===== src/rtl/tl_pkg.sv =====
// Shared encodings and lamp decode for the tail-light sequencer.
// Lamp bits: LC LB LA on 5:3, RC RB RA on 2:0.
package tl_pkg;

  typedef enum logic [1:0] {
    MODE_IDLE  = 2'd0,
    MODE_LEFT  = 2'd1,
    MODE_RIGHT = 2'd2,
    MODE_HAZ   = 2'd3
  } mode_t;

  typedef enum logic [2:0] {
    STEP_OFF = 3'd0,
    STEP_S1  = 3'd1,
    STEP_S2  = 3'd2,
    STEP_S3  = 3'd3,
    STEP_ON  = 3'd4
  } step_t;

  localparam logic [5:0] PAT_L1   = 6'b001000;
  localparam logic [5:0] PAT_L2   = 6'b011000;
  localparam logic [5:0] PAT_L3   = 6'b111000;
  localparam logic [5:0] PAT_R1   = 6'b000001;
  localparam logic [5:0] PAT_R2   = 6'b000011;
  localparam logic [5:0] PAT_R3   = 6'b000111;
  localparam logic [5:0] PAT_ALL  = 6'b111111;
  localparam logic [5:0] PAT_NONE = 6'b000000;

  function automatic step_t next_step(input mode_t m, input step_t s);
    step_t n;
    n = STEP_OFF;
    if (m == MODE_HAZ) begin
      n = (s == STEP_ON) ? STEP_OFF : STEP_ON;
    end else begin
      case (s)
        STEP_S1: n = STEP_S2;
        STEP_S2: n = STEP_S3;
        STEP_S3: n = STEP_OFF;
        default: n = STEP_S1;
      endcase
    end
    return n;
  endfunction

  // Brake fills the side that is not sweeping; hazard ignores brake.
  function automatic logic [5:0] lamp_decode(input mode_t m, input step_t s, input logic brake);
    logic [5:0] p;
    p = PAT_NONE;
    case (m)
      MODE_LEFT: begin
        case (s)
          STEP_S1: p = PAT_L1;
          STEP_S2: p = PAT_L2;
          STEP_S3: p = PAT_L3;
          default: p = PAT_NONE;
        endcase
        if (brake) p = p | PAT_R3;
      end
      MODE_RIGHT: begin
        case (s)
          STEP_S1: p = PAT_R1;
          STEP_S2: p = PAT_R2;
          STEP_S3: p = PAT_R3;
          default: p = PAT_NONE;
        endcase
        if (brake) p = p | PAT_L3;
      end
      MODE_HAZ: p = (s == STEP_ON) ? PAT_ALL : PAT_NONE;
      default:  p = brake ? PAT_ALL : PAT_NONE;
    endcase
    return p;
  endfunction

endpackage


===== src/rtl/tl_debounce.sv =====
// Two-flop synchronizer followed by a stability filter: the clean value
// follows the synchronized input only after DEB_LEN consecutive differing samples.
module tl_debounce #(
  parameter int DEB_LEN = 3
) (
  input  logic clk,
  input  logic reset,
  input  logic raw,
  output logic clean
);

  localparam int CW = $clog2(DEB_LEN + 1);
  localparam logic [CW-1:0] RELOAD = CW'(DEB_LEN - 1);

  logic          sync1;
  logic          sync2;
  logic [CW-1:0] remain;

  always_ff @(posedge clk or negedge reset) begin
    if (!reset) begin
      sync1  <= 1'b0;
      sync2  <= 1'b0;
      clean  <= 1'b0;
      remain <= RELOAD;
    end else begin
      sync1 <= raw;
      sync2 <= sync1;
      // Any agreement with the current clean value restarts the count.
      if (sync2 == clean) begin
        remain <= RELOAD;
      end else if (remain == '0) begin
        clean  <= sync2;
        remain <= RELOAD;
      end else begin
        remain <= remain - 1'b1;
      end
    end
  end

endmodule


===== src/rtl/tail_light_sequencer.sv =====
// Turn-signal controller: debounces the driver switches, arbitrates a mode
// and sweeps the six tail lamps at a programmable step rate.
//
// mode  | meaning
// IDLE  | no turn request; lamps dark unless braking
// LEFT  | left sweep S1 -> S2 -> S3 -> OFF
// RIGHT | right sweep S1 -> S2 -> S3 -> OFF
// HAZ   | hazard (or both turns): all lamps ON <-> OFF
module tail_light_sequencer
  import tl_pkg::*;
#(
  parameter int TICK_DIV = 4,
  parameter int DEB_LEN  = 3
) (
  input  logic       clk,
  input  logic       reset,
  input  logic       left_in,
  input  logic       right_in,
  input  logic       hazard_in,
  input  logic       brake_in,
  output logic [5:0] lamps,
  output logic [1:0] mode,
  output logic       step_tick
);

  localparam int PW = $clog2(TICK_DIV);
  localparam logic [PW-1:0] PRESC_LAST = PW'(TICK_DIV - 1);
  localparam logic [PW-1:0] PRESC_PRE  = PW'(TICK_DIV - 2);

  logic left_deb, right_deb, hazard_deb, brake_deb;

  tl_debounce #(.DEB_LEN(DEB_LEN)) u_deb_left   (.clk(clk), .reset(reset), .raw(left_in),   .clean(left_deb));
  tl_debounce #(.DEB_LEN(DEB_LEN)) u_deb_right  (.clk(clk), .reset(reset), .raw(right_in),  .clean(right_deb));
  tl_debounce #(.DEB_LEN(DEB_LEN)) u_deb_hazard (.clk(clk), .reset(reset), .raw(hazard_in), .clean(hazard_deb));
  tl_debounce #(.DEB_LEN(DEB_LEN)) u_deb_brake  (.clk(clk), .reset(reset), .raw(brake_in),  .clean(brake_deb));

  mode_t         mode_q;
  mode_t         arb;
  step_t         step_q;
  logic [PW-1:0] presc;

  always_comb begin
    arb = MODE_IDLE;
    if (hazard_deb || (left_deb && right_deb)) arb = MODE_HAZ;
    else if (left_deb)                         arb = MODE_LEFT;
    else if (right_deb)                        arb = MODE_RIGHT;
  end

  // step_tick is registered so it is high exactly while presc sits at TICK_DIV-1.
  always_ff @(posedge clk or negedge reset) begin
    if (!reset) begin
      mode_q    <= MODE_IDLE;
      step_q    <= STEP_OFF;
      presc     <= '0;
      step_tick <= 1'b0;
      lamps     <= PAT_NONE;
    end else begin
      lamps <= lamp_decode(mode_q, step_q, brake_deb);
      if (arb != mode_q) begin
        mode_q    <= arb;
        presc     <= '0;
        step_tick <= 1'b0;
        case (arb)
          MODE_LEFT, MODE_RIGHT: step_q <= STEP_S1;
          MODE_HAZ:              step_q <= STEP_ON;
          default:               step_q <= STEP_OFF;
        endcase
      end else if (mode_q == MODE_IDLE) begin
        presc     <= '0;
        step_tick <= 1'b0;
        step_q    <= STEP_OFF;
      end else begin
        step_tick <= (presc == PRESC_PRE);
        if (presc == PRESC_LAST) begin
          presc  <= '0;
          step_q <= next_step(mode_q, step_q);
        end else begin
          presc <= presc + 1'b1;
        end
      end
    end
  end

  assign mode = mode_q;

endmodule


===== config.mk =====
export PLATFORM = sky130hd
export DESIGN_NAME = tail_light_sequencer
export DESIGN_NICKNAME = d
export VERILOG_FILES = /design/src/rtl/tl_pkg.sv /design/src/rtl/tl_debounce.sv /design/src/rtl/tail_light_sequencer.sv
export SDC_FILE = /design/constraint.sdc
export NUM_CORES = 1
export LEC_CHECK = 0
export BUFFER_PORTS_ARGS = -buffer_cell sky130_fd_sc_hd__buf_2
export CORE_UTILIZATION = 45
export DETAILED_ROUTE_END_ITERATION = 7
export SLEW_MARGIN = 0
export SYNTH_ARGS = -nofsm -noshare
export SYNTH_HDL_FRONTEND = slang
export SYNTH_SLANG_ARGS = --single-unit

===== constraint.sdc =====
create_clock -name clk -period 1.9 [get_ports clk]
set_input_delay 0.38 -clock clk [delete_from_list [all_inputs] [get_ports clk]]
set_output_delay 0.38 -clock clk [all_outputs]
set_load 0.03 [all_outputs]

After elaboration in Yosys (flattened, before gate mapping)
Cells that the tools add are included.

Bits in registers: 34. Input port bits: 6. Output and inout bits: 9. Word-level logic and storage cells: 90.

$add $sub $neg: 5. Equality and inequality tests: 17. Multiplexer cells: 30. Bitwise logic cells: 4. Reduce and logical (&&, ||, !) cells: 13.

Operators by type and width (count): case mux 6 bit (3 select lines) (2); 2-to-1 mux 2 bit (14); 2-to-1 mux 3 bit (6); 2-to-1 mux 6 bit (3); equality test 2 bit (second input constant) (6); logical NOT 2 bit (5); case mux 3 bit (3 select lines) (1); AND reduction 2 bit (4); subtractor 2 x 1 -> 2 bit (second input constant) (4); equality test 3 x 2 -> 1 bit (second input constant) (2); case mux 2 bit (3 select lines) (1); case mux 3 bit (2 select lines) (1); equality test 1 bit (4); equality test 2 x 1 -> 1 bit (second input constant) (2); NOT 1 bit (4); equality test 3 x 1 -> 1 bit (second input constant) (1); equality test 3 bit (second input constant) (1); nonzero test 3 bit (1); adder 2 x 1 -> 2 bit (second input constant) (1); 2-to-1 mux 1 bit (2); != test 2 bit (1); OR reduction 2 bit (1); logical AND 1 bit (1); logical OR 1 bit (1).

Depth between registers and ports, before layout
Depth in word-level cells: 7. Mapped depth: 6. Mapped depth without buffers: 5.

Hierarchy
From an unflattened synthesis, not the netlist that was laid out.

Cell total of the unflattened synthesis: 123. Area total of the unflattened synthesis: 1496.4 um^2.

Modules (own cells, without submodules): tl_debounce (times used 4, cells each 13, area an instance 188.9 um^2, sequential area each 126.4 um^2); tail_light_sequencer (times used 1, cells each 71, area an instance 740.7 um^2, sequential area each 350.3 um^2).

Least setup slack after synthesis
No wires, ideal clock.

Kind: register -> register. Start: register mode_q[1], in the netlist mode[1]. End: register step_q[0]. Library setup time: 0.125 ns. Data arrival time: 1.568 ns. Required time: 1.775 ns. Slack: 0.208 ns. Stages on the path, launching flop included: 6. Path buffers: 1. Period minus slack after synthesis: 1.692 ns. Path through: dfrtp_1 -> buf_2 -> nor3_1 -> o211ai_2 -> a21oi_2 -> mux2_2.

Cells in the longest elaborated chain, start to end: 5. Elaborated cells on any way between the ends: 8. Classes of those cells: eq/ne: 2; mux: 4; reduce/logical: 2.

RTL lines: from (decl) (line tail_light_sequencer.sv:37) `mode_t mode_q;`; from (signal assigned) (line tail_light_sequencer.sv:60) `mode_q <= arb;`; equality test 2 bit (line tl_pkg.sv:32) `if (m == MODE_HAZ) begin`; 2-to-1 mux 3 bit (line tl_pkg.sv:32); 2-to-1 mux 3 bit (line tail_light_sequencer.sv:74) `if (presc == PRESC_LAST) begin`; 2-to-1 mux 3 bit (line tail_light_sequencer.sv:68) `end else if (mode_q == MODE_IDLE) begin`; 2-to-1 mux 3 bit (line tail_light_sequencer.sv:59) `if (arb != mode_q) begin`; to (signal assigned) (line tail_light_sequencer.sv:76) `step_q <= next_step(mode_q, step_q);`; to (decl) (line tail_light_sequencer.sv:39) `step_t step_q;`.

Parallel ways exist; a longest one is shown, timed or not. The select of a mux whose other input is x is not followed. A chain may end at the register's enable or synchronous reset.

Worst setup path in the final report
Start: register u_deb_hazard.clean. End: register step_q[0].

Cells in the longest elaborated chain, start to end: 6. Elaborated cells on any way between the ends: 10. Classes of those cells: eq/ne: 4; mux: 3; reduce/logical: 3.

RTL lines: from (decl) (line tl_debounce.sv:9) `output logic clean`; from (signal assigned) (line tl_debounce.sv:32) `clean <= sync2;`; logical OR 1 bit * (line tail_light_sequencer.sv:44) `if (hazard_deb || (left_deb && right_deb)) arb = MODE_HAZ;`; 2-to-1 mux 2 bit * (line tail_light_sequencer.sv:44); via arb[1] (line tail_light_sequencer.sv:38) `mode_t arb;`; equality test 2 x 1 -> 1 bit or equality test 2 bit (tied branches) (line tail_light_sequencer.sv:63) `case (arb)`; OR reduction 2 bit (line tail_light_sequencer.sv:63); case mux 3 bit (2 select lines) (line tail_light_sequencer.sv:63); 2-to-1 mux 3 bit (line tail_light_sequencer.sv:59).

Mark *: on every way through the listed nets, which the timed path passes. The rest lies on a longest branch.

==> qor.csv <==
stage,metric,value,unit
layout,instances_no_fill,191,
layout,n_antenna_cell,0,
global_route,antenna_found_initial,0,
layout,nets,163,
placed_design,placed_area,1639,µm²
global_route,grt_pass1_vias,905,
floorplan,core_region_area,3128,µm²
status,status,"complete, no violations",
pwr,vdd_drop_max,954.7,µV
drt,drt_wl_total,2185,µm
timing,post-route-period-util,0.8911,
logic_synthesis,synth_seq_cells,34,
pwr,p_leak,0.8462,nW
worst_setup_path,end_kind,flip-flop,
clock_tree,cts.repair.resized,0,
drt,vias,935,
worst_setup_path,cp-start-kind,flip-flop,
placed_design,gp_congestion,0.7845,
timing,worst_slew_pin_slew,0.7263,ns
worst_setup_path,cp.arrival,1.93,ns
timing,holdWs,0.08133,ns
clock_tree,path_clk_slew,0.11,ns
clock_tree,cts.path.max_buffers,2,
logic_synthesis,synth_warnings,0,
drt,via_per_inst,4.895,
timing,setup_viol_count_final,0,
drt,dr.pass1.iters,4,
floorplan,chipWidth,60.29,µm
placed_design,dp_cells,183,
timing,fin_tns_setup,0,ns
clock_tree,cts_made_buffers,5,
logic_synthesis,postSynthNetCount,145,
pwr,fin_total_pwr,3.136,mW
clock_tree,cts_tree,built,
logic_synthesis,syn_inst,128,
clock_tree,clk_latency,0.34,ns
floorplan,die_area,3635,µm²
floorplan,start_util,0.4888,
logic_synthesis,syn-cell-area,1529,µm²
drt,dr.first_iter.drc_count,27,
timing,fmax,590.6,MHz
floorplan,pin_count,15,
worst_setup_path,path_max_fanout,11,
clock_tree,cts_setup_buffers,0,
global_route,grt_first_pass_wirelength,3926,µm
layout,design_area,1750,µm²
timing,fin_skew,0.01201,ns
timing,rsz0062_at_grt,no,
clock_tree,cts.sink_count,34,
timing,hold_violations,0,
logic_synthesis,synth_top_area_share,0.4910,
layout,drive_gt1_frac,0.2789,
clock_tree,root_buffer,clkbuf_4,
worst_setup_path,required,2.14,ns
timing,min_period,1.693,ns
drt,drcViolationCount,0,
global_route,grt_util_all_layers,0.1561,
worst_setup_path,reg2reg_depth,5,
clock_tree,hold_buffers,0,
logic_synthesis,synth.distinct_cells,33,
global_route,grt_max_degree,35,
min_path,min_path_type,in2async,
timing,drv_slew,0,
drt,wl_per_cell,11.44,µm
layout,area_growth,14.48,%
logic_synthesis,synth_top_cell_by_area,dfrtp_1,
clock_tree,h-tree-depth,2,
logic_synthesis,syn_area_per_cell,11.95,µm²
flow_run,drv_cap,0,
pwr,powerDensity,1791,nW/µm²
placed_design,place.port_buffers,14,
timing,relSlewSlack,0.5158,
global_route,grt-ovfl-total,0,
logic_synthesis,synth_area_leaders,"dfrtp_1, ha_1, dfstp_2",
logic_synthesis,synth-seq-area-share,0.5597,
placed_design,dp.final_hpwl,1515,µm
floorplan,placementRows,20,
floorplan,die_y,60.29,µm
drt,postRouteAntennaNets,0,
worst_setup_path,worstSetupPathType,reg2reg,
## flip-flops by register name (all words and copies together) (netlist names), 2 cells and up
signal,flops
lamps,6
presc,2
u_deb_left.remain,2
u_deb_hazard.remain,2
step_q,3
u_deb_brake.remain,2
u_deb_right.remain,2
mode,2
## cells in the mapped netlist (all sizes together)
master	n
a2111oi	1
a21o	3
a21oi	1
a31oi	4
and2	5
and4bb	1
buf	4
clkbuf	1
dfrtp	30
dfstp	4
ha	11
inv	10
mux2	6
mux2i	1
nand2	9
nand2b	3
nand3	3
nor2	6
nor2b	2
nor3	3
nor4bb	1
o211ai	1
o21a	1
o21bai	1
o22a	2
o2bb2ai	1
o31a	1
o31ai	1
or2	4
or3	2
xor2	5
## cells by family (layout without fill, tap and decap cells)
family,count (synthesis),in the layout,share of synthesized area
mux,7,7,0.05073
compound gates,17,17,0.08839
simple gates,39,39,0.1383
xor+xnor,5,5,0.02864
fa+ha+maj,11,11,0.09002
buf+inv,15,34,0.04419
flops,34,34,0.5597
## stage by stage
| stage | util | setup WS, ns |
|---|---|---|
| detailed placement | 0.5240 | 0.2317 |
| CTS | 0.5596 | 0.2055 |
| floorplan | - | 0.2076 |
| finish | 0.5596 | 0.2069 |
| global route | 0.5596 | 0.1207 |
| global placement | 0.5240 | 0.2570 |
## cell type report
class,count,area (µm²)
fillers,255,1378
flip-flops and latches,34,855.8
multi-input cells,79,605.6
repair buffers,16,85.08
clock inverters,2,60.06
well taps,44,55.05
clock buffers,6,51.30
inverters,10,37.54
## cell usage in the layout (no fill, tap or decap), types with 3 or more instances in the layout
cell type,n
a21o_1,3
a31oi_1,4
and2_1,5
buf_2,14
clkbuf_4,5
dfrtp_1,30
dfstp_2,4
ha_1,11
inv_1,10
mux2_2,6
nand2_1,9
nand2b_1,3
nand3_1,3
nor2_1,6
nor3_1,3
or2_2,3
xor2_1,5
## final timing paths
kind,endpoint,from,slack (ns)
worst min register to register,u_deb_right.sync2$_DFF_PN0_,u_deb_right.sync1$_DFF_PN0_,0.34
worst max register to register,step_q[0]$_DFFE_PN0P_,u_deb_hazard.clean$_DFFE_PN0P_,0.21
worst min-delay path,step_q[2]$_DFFE_PN0P_,reset,0.08
min in group clk,u_deb_brake.sync1$_DFF_PN0_,brake_in,0.13
max in group asynchronous,u_deb_right.sync1$_DFF_PN0_,reset,1.35
worst max-delay path,step_q[0]$_DFFE_PN0P_,u_deb_hazard.clean$_DFFE_PN0P_,0.21
## critical path, stage by stage (launching register included)
cell and delay, ns:
dfrtp_1 0.49, or2_2 0.33, ha_1 0.27, o31a_1 0.11
o2bb2ai_1 0.13, mux2_2 0.26
## power breakdown
group	internal [mW]	switching, mW
sequential	1.00	0.216
combinational	0.575	0.651
clock	0.446	0.243
total	2.02	1.11
## layer usage
metal	vias up	part of all wire	track usage
met2	15	0.45	0.2276
met1	446	0.48	0.1925
met4	0	0.027	0.08970
met5	-	0	0
li1	468	-	-
met3	6	0.041	0.06494
(Power assumes the default switching activity.)
